==> src/rtl/softmax_seq_ctrl_pkg.sv <==
// Shared types and defaults for the softmax sequencer: state encoding,
// default stage latencies and an elaboration-time latency sanity check.
package softmax_pkg;

    localparam int DEF_ADDRSIZE = 8;
    localparam int DEF_RD_LAT   = 1;
    localparam int DEF_MAX_LAT  = 1;
    localparam int DEF_SUM_LAT  = 6;
    localparam int DEF_LN_LAT   = 4;
    localparam int DEF_OUT_LAT  = 3;

    typedef enum logic [3:0] {
        SM_IDLE,
        SM_MAX,
        SM_MAX_DRAIN,
        SM_SUM,
        SM_SUM_DRAIN,
        SM_LN,
        SM_OUT,
        SM_OUT_DRAIN,
        SM_DONE
    } sm_state_t;

    function automatic bit lat_ok(input int lat);
        return lat >= 1;
    endfunction

endpackage

==> src/rtl/softmax_seq_ctrl_if.sv <==
// Control/handshake bundle between the softmax core top and its sequencer:
// job request, status pulses, the three read ports and the stage strobes.
interface softmax_seq_ctrl_if
    import softmax_pkg::*;
#(
    parameter int ADDRSIZE = DEF_ADDRSIZE
) ();
    logic                start;
    logic                abort;
    logic [ADDRSIZE-1:0] start_addr;
    logic [ADDRSIZE-1:0] end_addr;
    logic                busy;
    logic                done;
    logic                aborted;
    logic                max_rd;
    logic [ADDRSIZE-1:0] max_addr;
    logic                sub0_rd;
    logic [ADDRSIZE-1:0] sub0_addr;
    logic                sub1_rd;
    logic [ADDRSIZE-1:0] sub1_addr;
    logic                max_vld;
    logic                acc_clr;
    logic                sum_vld;
    logic                ln_start;
    logic                out_vld;
    logic [ADDRSIZE-1:0] out_addr;

    modport master (
        output start, abort, start_addr, end_addr,
        input  busy, done, aborted, max_rd, max_addr, sub0_rd, sub0_addr,
               sub1_rd, sub1_addr, max_vld, acc_clr, sum_vld, ln_start,
               out_vld, out_addr
    );

    modport slave (
        input  start, abort, start_addr, end_addr,
        output busy, done, aborted, max_rd, max_addr, sub0_rd, sub0_addr,
               sub1_rd, sub1_addr, max_vld, acc_clr, sum_vld, ln_start,
               out_vld, out_addr
    );
endinterface

==> src/rtl/softmax_vld_pipe.sv <==
// Fixed-depth delay line for a valid bit plus an optional address payload;
// bit AW is the valid, bits AW-1:0 the address (AW may be 0).
module softmax_vld_pipe #(
    parameter int DEPTH = 1,
    parameter int AW    = 0
) (
    input  logic        clk,
    input  logic        flush_i,
    input  logic [AW:0] d_i,
    output logic [AW:0] q_o
);
    logic [AW:0] stage_q [DEPTH];

    always_ff @(posedge clk) begin
        if (flush_i) begin
            // NOTE: this array is a handful of flops, not a RAM, so clearing every stage on flush is cheap and required.
            for (int i = 0; i < DEPTH; i++) stage_q[i] <= '0;
        end else begin
            stage_q[0] <= d_i;
            for (int i = 1; i < DEPTH; i++) stage_q[i] <= stage_q[i-1];
        end
    end

    assign q_o = stage_q[DEPTH-1];
endmodule

==> src/rtl/softmax_seq_ctrl.sv <==
// Three-pass softmax sequencer: walks the operand range once per pass and
// times the drain/log waits with a single shared down-counter.
module softmax_seq_ctrl
    import softmax_pkg::*;
#(
    parameter int ADDRSIZE = DEF_ADDRSIZE,
    parameter int RD_LAT   = DEF_RD_LAT,
    parameter int MAX_LAT  = DEF_MAX_LAT,
    parameter int SUM_LAT  = DEF_SUM_LAT,
    parameter int LN_LAT   = DEF_LN_LAT,
    parameter int OUT_LAT  = DEF_OUT_LAT
) (
    input logic               clk,
    input logic               reset,
    softmax_seq_ctrl_if.slave ctrl
);
    localparam logic [3:0] S_IDLE      = SM_IDLE;
    localparam logic [3:0] S_MAX       = SM_MAX;
    localparam logic [3:0] S_MAX_DRAIN = SM_MAX_DRAIN;
    localparam logic [3:0] S_SUM       = SM_SUM;
    localparam logic [3:0] S_SUM_DRAIN = SM_SUM_DRAIN;
    localparam logic [3:0] S_LN        = SM_LN;
    localparam logic [3:0] S_OUT       = SM_OUT;
    localparam logic [3:0] S_OUT_DRAIN = SM_OUT_DRAIN;
    localparam logic [3:0] S_DONE      = SM_DONE;

    localparam int TOT = 3 * RD_LAT + MAX_LAT + SUM_LAT + LN_LAT + OUT_LAT;
    localparam int CW  = $clog2(TOT + 1);
    // Each wait state is entered with (length - 1) and leaves when the count hits zero.
    localparam logic [CW-1:0] MD_LOAD = CW'(RD_LAT + MAX_LAT - 1);
    localparam logic [CW-1:0] SD_LOAD = CW'(RD_LAT + SUM_LAT - 1);
    localparam logic [CW-1:0] LN_LOAD = CW'(LN_LAT - 1);
    localparam logic [CW-1:0] OD_LOAD = CW'(RD_LAT + OUT_LAT - 1);

    if (!(lat_ok(RD_LAT) && lat_ok(MAX_LAT) && lat_ok(SUM_LAT) &&
          lat_ok(LN_LAT) && lat_ok(OUT_LAT))) begin : g_bad_lat
        $error("softmax_seq_ctrl: every stage latency must be at least 1");
    end

    logic [3:0]          state_q, state_d;
    logic [ADDRSIZE-1:0] addr_q, addr_d, base_q, base_d, end_q, end_d, addr_inc;
    logic [CW-1:0]       cnt_q, cnt_d;
    logic                aborted_q, abort_take, last_rd, cnt_zero, flush;
    logic                max_rd, sub0_rd, sub1_rd, max_vld, sum_vld;
    logic [ADDRSIZE:0]   out_pipe_q;

    assign abort_take = ctrl.abort && (state_q != S_IDLE);
    assign addr_inc   = addr_q + ADDRSIZE'(1);
    assign last_rd    = (addr_inc == end_q);
    assign cnt_zero   = (cnt_q == '0);
    assign flush      = reset || abort_take;

    always_comb begin
        // NOTE: defaults first so every path through the case assigns every next-state signal; no latches.
        state_d = state_q;
        addr_d  = addr_q;
        base_d  = base_q;
        end_d   = end_q;
        cnt_d   = cnt_q;
        case (state_q)
            S_IDLE: if (ctrl.start) begin
                base_d = ctrl.start_addr;
                end_d  = ctrl.end_addr;
                if (ctrl.end_addr > ctrl.start_addr) begin
                    state_d = S_MAX;
                    addr_d  = ctrl.start_addr;
                end else begin
                    state_d = S_DONE;
                end
            end
            S_MAX: if (last_rd) begin
                state_d = S_MAX_DRAIN; addr_d = '0; cnt_d = MD_LOAD;
            end else addr_d = addr_inc;
            S_MAX_DRAIN: if (cnt_zero) begin
                state_d = S_SUM; addr_d = base_q;
            end else cnt_d = cnt_q - CW'(1);
            S_SUM: if (last_rd) begin
                state_d = S_SUM_DRAIN; addr_d = '0; cnt_d = SD_LOAD;
            end else addr_d = addr_inc;
            S_SUM_DRAIN: if (cnt_zero) begin
                state_d = S_LN; cnt_d = LN_LOAD;
            end else cnt_d = cnt_q - CW'(1);
            S_LN: if (cnt_zero) begin
                state_d = S_OUT; addr_d = base_q;
            end else cnt_d = cnt_q - CW'(1);
            S_OUT: if (last_rd) begin
                state_d = S_OUT_DRAIN; addr_d = '0; cnt_d = OD_LOAD;
            end else addr_d = addr_inc;
            S_OUT_DRAIN: if (cnt_zero) state_d = S_DONE;
                         else cnt_d = cnt_q - CW'(1);
            default: state_d = S_IDLE;
        endcase
        if (abort_take) begin
            state_d = S_IDLE; addr_d = '0; cnt_d = '0;
        end
    end

    always_ff @(posedge clk) begin
        // NOTE: non-blocking assignments so all registers update together from pre-edge values.
        if (reset) begin
            state_q   <= S_IDLE;
            addr_q    <= '0;
            base_q    <= '0;
            end_q     <= '0;
            cnt_q     <= '0;
            aborted_q <= 1'b0;
        end else begin
            state_q   <= state_d;
            addr_q    <= addr_d;
            base_q    <= base_d;
            end_q     <= end_d;
            cnt_q     <= cnt_d;
            aborted_q <= abort_take;
        end
    end

    assign max_rd  = (state_q == S_MAX);
    assign sub0_rd = (state_q == S_SUM);
    assign sub1_rd = (state_q == S_OUT);

    softmax_vld_pipe #(.DEPTH(RD_LAT), .AW(0)) u_max_pipe (
        .clk(clk), .flush_i(flush), .d_i(max_rd), .q_o(max_vld));
    softmax_vld_pipe #(.DEPTH(RD_LAT), .AW(0)) u_sum_pipe (
        .clk(clk), .flush_i(flush), .d_i(sub0_rd), .q_o(sum_vld));
    softmax_vld_pipe #(.DEPTH(RD_LAT + OUT_LAT), .AW(ADDRSIZE)) u_out_pipe (
        .clk(clk), .flush_i(flush), .d_i({sub1_rd, ctrl.sub1_addr}), .q_o(out_pipe_q));

    assign ctrl.busy      = (state_q != S_IDLE);
    assign ctrl.done      = (state_q == S_DONE);
    assign ctrl.aborted   = aborted_q;
    assign ctrl.acc_clr   = (state_q == S_IDLE) && ctrl.start;
    assign ctrl.max_rd    = max_rd;
    assign ctrl.sub0_rd   = sub0_rd;
    assign ctrl.sub1_rd   = sub1_rd;
    assign ctrl.max_addr  = max_rd  ? addr_q : '0;
    assign ctrl.sub0_addr = sub0_rd ? addr_q : '0;
    assign ctrl.sub1_addr = sub1_rd ? addr_q : '0;
    assign ctrl.max_vld   = max_vld;
    assign ctrl.sum_vld   = sum_vld;
    assign ctrl.ln_start  = (state_q == S_LN) && (cnt_q == LN_LOAD);
    assign ctrl.out_vld   = out_pipe_q[ADDRSIZE];
    assign ctrl.out_addr  = out_pipe_q[ADDRSIZE-1:0];
endmodule

==> src/flat_wrapper.sv <==
// flat-port wrapper written by rule: the top's interface ports become plain ports
module softmax_seq_ctrl_flat import softmax_pkg::*;
#(
    parameter int ADDRSIZE = DEF_ADDRSIZE,
    parameter int RD_LAT   = DEF_RD_LAT,
    parameter int MAX_LAT  = DEF_MAX_LAT,
    parameter int SUM_LAT  = DEF_SUM_LAT,
    parameter int LN_LAT   = DEF_LN_LAT,
    parameter int OUT_LAT  = DEF_OUT_LAT
)
  (clk, reset, ctrl_start, ctrl_abort, ctrl_start_addr, ctrl_end_addr, ctrl_busy, ctrl_done, ctrl_aborted, ctrl_max_rd, ctrl_max_addr, ctrl_sub0_rd, ctrl_sub0_addr, ctrl_sub1_rd, ctrl_sub1_addr, ctrl_max_vld, ctrl_acc_clr, ctrl_sum_vld, ctrl_ln_start, ctrl_out_vld, ctrl_out_addr);
  softmax_seq_ctrl_if #(.ADDRSIZE(ADDRSIZE)) ctrl_i ();
  input logic clk;
  input logic reset;
  input wire logic [$bits(ctrl_i.start)-1:0] ctrl_start;
  input wire logic [$bits(ctrl_i.abort)-1:0] ctrl_abort;
  input wire logic [$bits(ctrl_i.start_addr)-1:0] ctrl_start_addr;
  input wire logic [$bits(ctrl_i.end_addr)-1:0] ctrl_end_addr;
  output wire logic [$bits(ctrl_i.busy)-1:0] ctrl_busy;
  output wire logic [$bits(ctrl_i.done)-1:0] ctrl_done;
  output wire logic [$bits(ctrl_i.aborted)-1:0] ctrl_aborted;
  output wire logic [$bits(ctrl_i.max_rd)-1:0] ctrl_max_rd;
  output wire logic [$bits(ctrl_i.max_addr)-1:0] ctrl_max_addr;
  output wire logic [$bits(ctrl_i.sub0_rd)-1:0] ctrl_sub0_rd;
  output wire logic [$bits(ctrl_i.sub0_addr)-1:0] ctrl_sub0_addr;
  output wire logic [$bits(ctrl_i.sub1_rd)-1:0] ctrl_sub1_rd;
  output wire logic [$bits(ctrl_i.sub1_addr)-1:0] ctrl_sub1_addr;
  output wire logic [$bits(ctrl_i.max_vld)-1:0] ctrl_max_vld;
  output wire logic [$bits(ctrl_i.acc_clr)-1:0] ctrl_acc_clr;
  output wire logic [$bits(ctrl_i.sum_vld)-1:0] ctrl_sum_vld;
  output wire logic [$bits(ctrl_i.ln_start)-1:0] ctrl_ln_start;
  output wire logic [$bits(ctrl_i.out_vld)-1:0] ctrl_out_vld;
  output wire logic [$bits(ctrl_i.out_addr)-1:0] ctrl_out_addr;
  assign ctrl_i.start = ctrl_start;
  assign ctrl_i.abort = ctrl_abort;
  assign ctrl_i.start_addr = ctrl_start_addr;
  assign ctrl_i.end_addr = ctrl_end_addr;
  assign ctrl_busy = ctrl_i.busy;
  assign ctrl_done = ctrl_i.done;
  assign ctrl_aborted = ctrl_i.aborted;
  assign ctrl_max_rd = ctrl_i.max_rd;
  assign ctrl_max_addr = ctrl_i.max_addr;
  assign ctrl_sub0_rd = ctrl_i.sub0_rd;
  assign ctrl_sub0_addr = ctrl_i.sub0_addr;
  assign ctrl_sub1_rd = ctrl_i.sub1_rd;
  assign ctrl_sub1_addr = ctrl_i.sub1_addr;
  assign ctrl_max_vld = ctrl_i.max_vld;
  assign ctrl_acc_clr = ctrl_i.acc_clr;
  assign ctrl_sum_vld = ctrl_i.sum_vld;
  assign ctrl_ln_start = ctrl_i.ln_start;
  assign ctrl_out_vld = ctrl_i.out_vld;
  assign ctrl_out_addr = ctrl_i.out_addr;
  softmax_seq_ctrl #(.ADDRSIZE(ADDRSIZE), .RD_LAT(RD_LAT), .MAX_LAT(MAX_LAT), .SUM_LAT(SUM_LAT), .LN_LAT(LN_LAT), .OUT_LAT(OUT_LAT)) u_core (.clk(clk), .reset(reset), .ctrl(ctrl_i));
endmodule
==> config.mk <==
export PLATFORM = sky130hd
export DESIGN_NAME = softmax_seq_ctrl_flat
export DESIGN_NICKNAME = d
export VERILOG_FILES = /design/src/rtl/softmax_seq_ctrl_pkg.sv /design/src/rtl/softmax_seq_ctrl_if.sv /design/src/rtl/softmax_vld_pipe.sv /design/src/rtl/softmax_seq_ctrl.sv /design/src/flat_wrapper.sv
export SDC_FILE = /design/constraint.sdc
export NUM_CORES = 1
export LEC_CHECK = 0
export BUFFER_PORTS_ARGS = -buffer_cell sky130_fd_sc_hd__buf_2
export CAP_MARGIN = 30
export CORE_AREA = 2 2 67 117
export DETAILED_ROUTE_END_ITERATION = 10
export DIE_AREA = 0 0 69 119
export PLACE_DENSITY = 0.71
export SLEW_MARGIN = 25
export SYNTH_ARGS = -nofsm -noshare
export SYNTH_HDL_FRONTEND = slang
export SYNTH_SLANG_ARGS = --single-unit
==> constraint.sdc <==
create_clock -name clk -period 3.2 [get_ports clk]
set_clock_uncertainty 0.2 [all_clocks]
set_input_delay 0.16 -clock clk [delete_from_list [all_inputs] [get_ports clk]]
set_output_delay 0.16 -clock clk [all_outputs]
set_load 0.01 [all_outputs]
==> results.py <==
metrics = {
    "run_status": {
        "status": "finished, final reports clean",
    },
    "timing": {
        "fmaxAchievable_mhz": 352,
        "setup_ws_ps": 362,
        "fin_tns_setup_ps": 0,
        "fin_crit_sh_pct": 88.7,
        "finalSetupViolations": 0,
        "slew_headroom_pct": 45.6,
        "tightest_slew_ps": 816,
        "fin_crit_ps": 2840,
        "final_hold_viol_count": 0,
        "rsz0062_at_grt": "false",
        "maxSlewViolCount": 0,
    },
    "setup_path": {
        "cp_top_family": "compound AO/OA/AOI/OAI gates",
        "critPathSlowestCell": "o31ai_4",
        "slowest_delay_ps": 770,
        "endpoint_kind": "flop",
        "critPathMaxFanout": 16,
        "regToRegEndpoint": "u_core.addr_q[6]",
        "rrSetupSlack_ps": 440,
        "rr_worst_depth": 7,
        "worst_ep_required_time_ps": 3230,
        "worst-path-buf-inv": 2,
        "cp-start-kind": "input pin",
        "arrival_ps": 2870,
        "r2r_start": "u_core.addr_q[0]",
        "startpoint": "ctrl_end_addr[7]",
        "critical_path_class": "in2reg",
        "worstPathCellList": "dlygate4sd3_1 > buf_2 > ha_1 > a21oi_1 > o21ai_0 > o31ai_4 > mux2i_1 > a2111oi_2",
    },
    "finish": {
        "final_core_util_pct": 61.0,
        "area_delta_synth_final_pct": 23.1,
        "drive_gt1_share_pct": 18.6,
        "postLayoutCellArea_um2": 4490,
        "nNetsFinal": 549,
        "antenna_cells": 0,
    },
    "worst_hold_path": {
        "min_path_cells": 2,
        "min_to": "u_core.ctrl.aborted",
        "hold_path.class": "in2reg",
        "hp-start": "reset",
    },
    "logic_synthesis": {
        "ys.flop_type": "dfxtp_1",
        "ys_seq_area_share_pct": 39.5,
        "syn_inst": 445,
        "ys_ff_latch": 72,
        "ys_warn_count": 0,
        "synth.area.top_cells": "dfxtp_1 40%, and2_1 7.4%, nand2_1 7.0%",
        "async_flop_share_pct": 0,
        "yosysTopAreaCell": "dfxtp_1",
        "syn_area_um2": 3650,
        "synth_edf_count": 0,
        "synth_top_area_share_pct": 39.5,
        "synth.distinct_cells": 55,
        "syn_nets": 477,
        "synth.avg_cell_area_um2": 8.19,
    },
    "floorplan": {
        "die_h_um": 119,
        "die_x_um": 69,
        "initial_core_util_pct": 49.6,
        "fp.dieArea_um2": 8210,
        "boundaryPins": 63,
        "core_um2": 7360,
        "rows": 42,
    },
    "clock_network": {
        "post_cts_buffers": 0,
        "clk-insertion-delay-late_ps": 340,
        "clockBufferDepth": 2,
        "cts_inserted_buffers": 9,
        "htree_levels": 3,
        "cts_tree": "done",
        "clk_pin_slew_worst_paths_ps": 60,
        "cts_root_buf": "clkbuf_16",
        "clock_sinks": 72,
    },
    "global_routing": {
        "grt_max_degree": 43,
        "gr-total-overflow": 0,
        "grt_pass1_vias": 3050,
        "grt.total_usage_pct": 21.9,
        "grt_pass1_wl_mm": 14.5,
        "grt_antenna_before_repair": 0,
    },
    "power": {
        "powerDensity_nw_per_um2": 516,
        "leakage_nw": 2.03,
        "total_power_mw": 2.32,
        "peakVddDrop_mv": 0.302,
    },
    "drt": {
        "detail_route.first_pass.iterations": 4,
        "via_per_inst": 5.60,
        "detail-route-antenna-nets": 0,
        "vias": 3418,
        "drt-initial-drc-count": 189,
        "wl_per_cell_um": 14.5,
        "route.detailed.drc": 0,
        "drt-total-wl_mm": 8.85,
    },
    "placed_design": {
        "dpl.hpwl_mm": 6.40,
        "pre_cts_slack_ps": 327,
        "place.gp.congestion": 0.901,
        "placed_area_um2": 4010,
        "portBuffers": 62,
    },
    "job": {
        "maxCapViolCount": 0,
    },
}
==> timing repair <==
action	4_1_cts	5_1_grt
endpoints found under the hold margin	17	0
setup endpoints to repair	0	2
hold buffers	17	0
gates resized for setup	0	1
==> through the flow <==
stage	instances	hold slack (ps)
finish	610	18.7
global route	610	43.1
CTS	610	26.4
detailed placement	577	213
global placement	577	209
floorplan	445	96.0
==> cell families (layout without fill, tap and decap cells) <==
kind of cell    Yosys count  count (layout)  share of synthesized area (%)
xor+xnor                 10              10                           2.40
fa+ha+maj                12              12                           4.12
mux                       7               7                           1.92
simple gates            221             221                           31.8
buf+inv                  45             122                           5.46
compound gates           78              78                           14.7
flops                    72              72                           39.5
==> power breakdown <==
part           leakage [nW]  switching [mW]  total, mW  internal (mW)
logic                  1.30           0.205      0.343          0.138
clock network         0.147           0.395       1.01          0.611
registers             0.584          0.0400      0.968          0.928
total                  2.03           0.640       2.32           1.68
==> state kept, by name, indices dropped and copies added, names as in the netlist <==
signal / flops
u_core.u_out_pipe.stage_q: 36
u_core.ctrl.aborted: 1
u_core.state_q: 4
u_core.end_q: 8
u_core.addr_q: 8
u_core.u_sum_pipe.stage_q: 1
u_core.u_max_pipe.stage_q: 1
u_core.base_q: 8
u_core.cnt_q: 5
==> placed cells by master (no fill, tap or decap), types with 9 or more instances in the layout <==
master / netlist / layout
nand3_1: 10 / 10
o21ai_0: 12 / 12
ha_1: 12 / 12
and3_1: 25 / 25
nor3_1: 16 / 16
nor2_1: 19 / 19
nand2_1: 68 / 68
dfxtp_1: 72 / 72
a21oi_1: 28 / 27
and2_1: 43 / 43
dlygate4sd3_1: 0 / 17
clkbuf_16: 0 / 9
buf_2: 8 / 62
inv_1: 15 / 15
buf_4: 1 / 11
==> cells in the mapped netlist, types with 2 or more instances <==
cell / count
o22ai_1: 2
nor2_1: 19
nand3b_1: 2
inv_1: 15
and3_1: 25
nor3_1: 16
a2111oi_0: 2
mux2i_1: 7
o221ai_1: 2
a21oi_1: 28
buf_6: 2
nor3b_1: 2
nand3_1: 10
o21ai_0: 12
o211ai_1: 4
xnor2_1: 5
ha_1: 12
clkbuf_1: 17
a221oi_1: 2
nand4_1: 7
nor4_1: 8
nand2_1: 68
xor2_1: 5
buf_2: 8
o21a_1: 2
or4_1: 2
nor4b_1: 2
and2_1: 43
o22a_1: 2
a22oi_1: 2
nand2b_1: 6
o31a_1: 2
a211oi_1: 5
dfxtp_1: 72
nor2b_1: 7
==> layer usage <==
layer  part of all wire (%)  vias to the layer above  track usage, %
li1                       -                     1696               -
met1                     40                     1594            24.2
met2                     54                      109            39.9
met3                    4.7                       19            4.82
met4                    2.1                        0            8.70
met5                      0                        -               0
==> cell type report <==
cell class,count,area (um2)
clock inverter,7,77.6
multi-input combinational,328,2010
clock buffer,9,225
timing repair buffer,90,563
fill,708,2870
sequential,72,1440
inverter,16,60.1
tap,88,110
==> how the worst max path moves through the flow <==
| stage | end | slack (ps) | cells after the start |
|---|---|---|---|
| final | u_core.addr_q[2] | 360 | 8 |
| after global placement | u_core.addr_q[2] | 440 | 7 |
| after global routing | u_core.addr_q[5] | 100 | 7 |
| after CTS | u_core.addr_q[2] | 290 | 7 |
| after floorplan | u_core.cnt_q[0] | 860 | 7 |
| after detailed placement | u_core.addr_q[2] | 330 | 7 |
No activity file was read; power rests on OpenSTA's default activity.
